File: src/rtl/prog_loader_if.sv
// Byte-stream, control and memory-write bundle between the control unit, the image source and prog_loader.
interface prog_loader_if #(
  parameter int DW = 8,
  parameter int AW = 4
);
  logic          start;
  logic          abort;
  logic [DW-1:0] byte_in;
  logic          byte_valid;
  logic          byte_ready;
  logic [DW-1:0] Load_data;
  logic [AW-1:0] Load_addr;
  logic          load;
  logic          busy;
  logic          done;
  logic          cks_err;

  modport master (
    output start, abort, byte_in, byte_valid,
    input  byte_ready, Load_data, Load_addr, load, busy, done, cks_err
  );

  modport slave (
    input  start, abort, byte_in, byte_valid,
    output byte_ready, Load_data, Load_addr, load, busy, done, cks_err
  );
endinterface

File: src/rtl/prog_loader.sv
// Sequential program loader: streams bytes into consecutive memory words via a one-cycle load strobe.
// Optional trailing checksum verification enabled by defining LOADER_CHECKSUM_EN.
module prog_loader #(
  parameter int DW    = 8,
  parameter int AW    = 4,
  parameter int WORDS = 16
) (
  input  logic          CLK,
  input  logic          RESET,
  prog_loader_if.slave  bus
);

  localparam logic [AW-1:0] LAST = AW'(WORDS - 1);

  typedef enum logic [2:0] {
    IDLE,
    RECV,
    WRITE,
`ifdef LOADER_CHECKSUM_EN
    CHECK,
`endif
    DONE
  } state_t;

  state_t        r_state;
  logic [AW-1:0] r_cnt;
  logic [DW-1:0] r_load_data;
  logic [AW-1:0] r_load_addr;
  logic          r_load;
  logic          r_busy;
  logic          r_done;
  logic          w_byte_ready;
`ifdef LOADER_CHECKSUM_EN
  logic [DW-1:0] r_acc;
  logic          r_cks_err;
`endif

`ifdef LOADER_CHECKSUM_EN
  assign w_byte_ready = (r_state == RECV) || (r_state == CHECK);
`else
  assign w_byte_ready = (r_state == RECV);
`endif

  always_ff @(posedge CLK or posedge RESET) begin
    if (RESET) begin
      r_state     <= IDLE;
      r_cnt       <= '0;
      r_load_data <= '0;
      r_load_addr <= '0;
      r_load      <= 1'b0;
      r_busy      <= 1'b0;
      r_done      <= 1'b0;
`ifdef LOADER_CHECKSUM_EN
      r_acc       <= '0;
      r_cks_err   <= 1'b0;
`endif
    end else if (bus.abort) begin
      // Abort beats any transfer in the same cycle; written words are left untouched.
      r_state   <= IDLE;
      r_load    <= 1'b0;
      r_busy    <= 1'b0;
      r_done    <= 1'b0;
`ifdef LOADER_CHECKSUM_EN
      r_cks_err <= 1'b0;
`endif
    end else begin
      case (r_state)
        IDLE, DONE: begin
          if (bus.start) begin
            r_state   <= RECV;
            r_cnt     <= '0;
            r_busy    <= 1'b1;
            r_done    <= 1'b0;
`ifdef LOADER_CHECKSUM_EN
            r_acc     <= '0;
            r_cks_err <= 1'b0;
`endif
          end
        end
        RECV: begin
          if (bus.byte_valid) begin
            r_load_data <= bus.byte_in;
            r_load_addr <= r_cnt;
            r_load      <= 1'b1;
            r_state     <= WRITE;
`ifdef LOADER_CHECKSUM_EN
            r_acc       <= r_acc + bus.byte_in;
`endif
          end
        end
        WRITE: begin
          r_load <= 1'b0;
          r_cnt  <= r_cnt + 1'b1;
          if (r_cnt == LAST) begin
`ifdef LOADER_CHECKSUM_EN
            r_state <= CHECK;
`else
            r_state <= DONE;
            r_busy  <= 1'b0;
            r_done  <= 1'b1;
`endif
          end else begin
            r_state <= RECV;
          end
        end
`ifdef LOADER_CHECKSUM_EN
        CHECK: begin
          if (bus.byte_valid) begin
            r_cks_err <= (bus.byte_in != r_acc);
            r_state   <= DONE;
            r_busy    <= 1'b0;
            r_done    <= 1'b1;
          end
        end
`endif
        default: r_state <= IDLE;
      endcase
    end
  end

  assign bus.byte_ready = w_byte_ready;
  assign bus.Load_data  = r_load_data;
  assign bus.Load_addr  = r_load_addr;
  assign bus.load       = r_load;
  assign bus.busy       = r_busy;
  assign bus.done       = r_done;
`ifdef LOADER_CHECKSUM_EN
  assign bus.cks_err    = r_cks_err;
`else
  assign bus.cks_err    = 1'b0;
`endif

endmodule

File: src/flat_wrapper.sv
// flat-port wrapper written by rule: the top's interface ports become plain ports
module prog_loader_flat 
#(
  parameter int DW    = 8,
  parameter int AW    = 4,
  parameter int WORDS = 16
)
  (CLK, RESET, bus_start, bus_abort, bus_byte_in, bus_byte_valid, bus_byte_ready, bus_Load_data, bus_Load_addr, bus_load, bus_busy, bus_done, bus_cks_err);
  prog_loader_if #(.DW(DW), .AW(AW)) bus_i ();
  input  logic CLK;
  input  logic RESET;
  input wire logic [$bits(bus_i.start)-1:0] bus_start;
  input wire logic [$bits(bus_i.abort)-1:0] bus_abort;
  input wire logic [$bits(bus_i.byte_in)-1:0] bus_byte_in;
  input wire logic [$bits(bus_i.byte_valid)-1:0] bus_byte_valid;
  output wire logic [$bits(bus_i.byte_ready)-1:0] bus_byte_ready;
  output wire logic [$bits(bus_i.Load_data)-1:0] bus_Load_data;
  output wire logic [$bits(bus_i.Load_addr)-1:0] bus_Load_addr;
  output wire logic [$bits(bus_i.load)-1:0] bus_load;
  output wire logic [$bits(bus_i.busy)-1:0] bus_busy;
  output wire logic [$bits(bus_i.done)-1:0] bus_done;
  output wire logic [$bits(bus_i.cks_err)-1:0] bus_cks_err;
  assign bus_i.start = bus_start;
  assign bus_i.abort = bus_abort;
  assign bus_i.byte_in = bus_byte_in;
  assign bus_i.byte_valid = bus_byte_valid;
  assign bus_byte_ready = bus_i.byte_ready;
  assign bus_Load_data = bus_i.Load_data;
  assign bus_Load_addr = bus_i.Load_addr;
  assign bus_load = bus_i.load;
  assign bus_busy = bus_i.busy;
  assign bus_done = bus_i.done;
  assign bus_cks_err = bus_i.cks_err;
  prog_loader #(.DW(DW), .AW(AW), .WORDS(WORDS)) u_core (.CLK(CLK), .RESET(RESET), .bus(bus_i));
endmodule
File: config.mk
export PLATFORM = sky130hd
export DESIGN_NAME = prog_loader_flat
export DESIGN_NICKNAME = d
export VERILOG_FILES = /design/src/rtl/prog_loader_if.sv /design/src/rtl/prog_loader.sv /design/src/flat_wrapper.sv
export SDC_FILE = /design/constraint.sdc
export NUM_CORES = 1
export LEC_CHECK = 0
export BUFFER_PORTS_ARGS = -buffer_cell sky130_fd_sc_hd__buf_2
export CAP_MARGIN = 20
export CORE_ASPECT_RATIO = 1.25
export CORE_UTILIZATION = 49
export CTS_BUF_LIST = sky130_fd_sc_hd__clkbuf_16
export CTS_CLUSTER_SIZE = 25
export DETAILED_ROUTE_END_ITERATION = 10
export MAX_ROUTING_LAYER = met4
export PLACE_DENSITY = 0.86
export SLEW_MARGIN = 20
export SYNTH_ARGS = -nofsm -noshare
export SYNTH_HDL_FRONTEND = slang
export SYNTH_SLANG_ARGS = --single-unit
File: constraint.sdc
create_clock -name CLK -period 2.1 [get_ports CLK]
set_input_delay 0.105 -clock CLK [delete_from_list [all_inputs] [get_ports CLK]]
set_output_delay 0.105 -clock CLK [all_outputs]
set_load 0.02 [all_outputs]
==> run_results.csv <==
group,metric,value,unit
run_status,status,"complete, but fails checks",
run_status,violations,"hold timing",
timing,skew,0.001782,ns
synthesis,yosys_register_bits,21,
power,total_power,1.572,mW
timing,timing.fmax,619.6,MHz
synthesis,synth.yosys.seq_area_share,51.98,%
timing,final_max_slew_viol_count,0,
global_route,grt_overflow,0,
routing,viasPerCell,5.629,
setup_path,crit_arrival,1.77,ns
cts,holdBufCountCts,0,
floorplan,fp.dieArea,2250,sq um
final_layout,num-nets-final,130,
global_route,grt_pass1_vias,733,
global_route,grt_pass1_wl,3049,um
synthesis,synth.distinct_cells,28,
min_path,hold_path.class,"input pin to asynchronous set/reset pin",
placement,portBuffers,28,
routing,wl_per_cell,13.29,um
synthesis,syn_nets,100,
timing,hold_viol,21,
synthesis,synth-edff-count,0,
routing,vias,743,
synthesis,avgSynthCellArea,12.18,sq um
cts,cts.reportedPaths.clkPinSlew,0.05,ns
floorplan,boundaryPins,30,
placement,dpl_cell_area,1152,sq um
synthesis,synth.top_cells.by_area,"dfrtp_1 52%, mux2_2 14%, ha_1 5.0%, o21ai_0 2.5%, o31ai_1 2.2%",
synthesis,synth_common_cells,"21 x dfrtp_1, 13 x mux2_2, 5 x inv_1, 5 x o21ai_0, 4 x ha_1",
timing,fin_tns_setup,0,ns
timing,post-route-period-util,76.86,%
final_layout,n_antenna_cell,0,
cts,clkSinkCount,21,
routing,ant_nets,0,
cts,clockBufferDepth,2,
setup_path,crit_path_max_fanout,5,
run,maxCapViolations,0,
final_layout,final_area,1231,sq um
synthesis,syn_inst,83,
cts,htreeDepth,1,
synthesis,ys_dominant_reg_cell,"dfrtp_1",
global_route,antenna_found_initial,0,
timing,relSlewSlack,49.89,%
synthesis,async_flop_share,100.0,%
cts,cts_resized,0,
global_route,grtUsageTotal,19.17,%
timing,fin_crit,1.614,ns
timing,hold_ws,-0.01799,ns
placement,dpl.hpwl,1333,um
cts,post_cts_buffers,0,
routing,drt_iter0_markers,6,
floorplan,core-area,1959,sq um
cts,clock-root-buffer,"clkbuf_16",
routing,first_pass_iters,2,
placement,gp_congestion,0.9222,
synthesis,yosysWarningCount,0,
power,p_leak,0.6213,nW
cts,cts_tree,"done",
synthesis,synth_top_area_share,51.98,%
timing,worst_slew_pin_slew,0.7509,ns
final_layout,finalCoreUtilization,62.84,%
setup_path,path_class,"flip-flop to flip-flop",
final_layout,syn_to_final_growth,21.78,%
floorplan,initial_core_util,51.60,%
final_layout,drive_gt1_share,41.96,%
cts,cts_made_buffers,3,
cts,clkLatencyLatePin,0.25,ns
floorplan,die_w,42.63,um
synthesis,synth_top_area_cell,"dfrtp_1",
floorplan,fp-row-count,18,
setup_path,endpoint_kind,"flip-flop",
power,vdd_drop_max,0.6633,mV
power,cellPowerDensity,1277,nW/um^2
routing,drc,0,
timing,rsz0062_at_grt,"no",
synthesis,syn-cell-area,1011,sq um
floorplan,die_h,52.79,um
routing,drt-total-wl,1754,um
synthesis,synth.most_common_cell,"dfrtp_1",
global_route,grt_max_degree,22,
setup_path,required,2.25,ns
setup_path,critPathLaunchType,"flip-flop",
timing,setup_viol,0,
layout make-up:
class                           instances  area [sq um]
Fill cell                             167         728.2
Inverter                                5         18.77
Clock buffer                            3         75.07
Clock inverter                          1         3.754
Multi-Input combinational cell         54         442.9
Tap cell                               20         25.02
Timing Repair Buffer                   28         140.1
Sequential cell                        21         525.5
through the flow:
| step | hold WS (ns) | setup WS [ns] | std cells |
|---|---|---|---|
| 2_1_floorplan | 0.08153 | 0.6057 | 83 |
| 3_3_place_gp | 0.2618 | 0.5670 | 128 |
| 3_5_place_dp | 0.2813 | 0.4972 | 128 |
| 4_1_cts | 0.01210 | 0.4845 | 132 |
| 5_1_grt | 0.07740 | 0.3989 | 132 |
| 6_report | -0.01799 | 0.4860 | 132 |
sequential cells by signal (all words and copies together), names as in the netlist:
| name | cells |
|---|---|
| u_core.bus.load | 1 |
| u_core.bus.busy | 1 |
| u_core.bus.Load_addr | 4 |
| u_core.r_cnt | 4 |
| u_core.bus.done | 1 |
| u_core.bus.Load_data | 8 |
| u_core.r_state | 2 |
routing by layer:
layer / GRT usage [%] / part of all wire (%)
met1: 20.36 / 42
met2: 33.08 / 51
met3: 4.828 / 6.0
met4: 9.375 / 1.7
met5: - / 0
cells in the final DEF, fill, tap and decap left out, types with 3 or more instances in the layout:
master / instances
mux2_2: 13
clkbuf_16: 3
buf_2: 28
or2b_1: 3
o21ai_0: 5
nor2b_1: 3
o31ai_1: 3
dfrtp_1: 21
inv_1: 6
ha_1: 4
cells by family (layout without fill, tap and decap cells):
logic type                 after synthesis  count (layout)  synth area share [%]
DFF                                     21              21                 51.98
and+or+nand+nor                         19              19                 11.76
AOI/OAI and AO/OA                       16              16                 11.26
muxes                                   14              14                 15.47
buffers and inverters                    8              37                 4.208
adders and majority gates                4               4                 4.951
other                                    1               1                0.3709
power by group:
group | switching, mW | internal [mW] | leakage [nW]
clock network | 0.132 | 0.253 | 0.0423
registers | 0.0722 | 0.538 | 0.272
logic | 0.328 | 0.248 | 0.307
total | 0.533 | 1.04 | 0.621
worst max-delay path, stage by stage, from the launching register on:
cell and delay [ns]:
dfrtp_1 0.35, inv_1 0.07, ha_1 0.35, mux2i_1 0.20, or2_4 0.28, o311ai_2 0.26
path summary, 6_finish.rpt:
path | from | endpoint | slack, ns | depth (start not counted)
max in group asynchronous | RESET | u_core.r_state[0]$_DFFE_PP0P_ | 1.65 | 2
worst min-delay path | RESET | u_core.bus.Load_addr[1]$_DFFE_PP0P_ | -0.02 | 2
worst min register to register | u_core.bus.done$_DFFE_PP0P_ | u_core.bus.done$_DFFE_PP0P_ | 0.49 | 1
min in group CLK | bus_byte_in[7] | u_core.bus.Load_data[7]$_DFFE_PP0P_ | 0.09 | 2
worst max register to register | u_core.r_state[0]$_DFFE_PP0P_ | u_core.r_cnt[3]$_DFFE_PP0P_ | 0.49 | 5
worst max-delay path | u_core.r_state[0]$_DFFE_PP0P_ | u_core.r_cnt[3]$_DFFE_PP0P_ | 0.49 | 5
No activity file was read; power rests on OpenSTA's default activity.
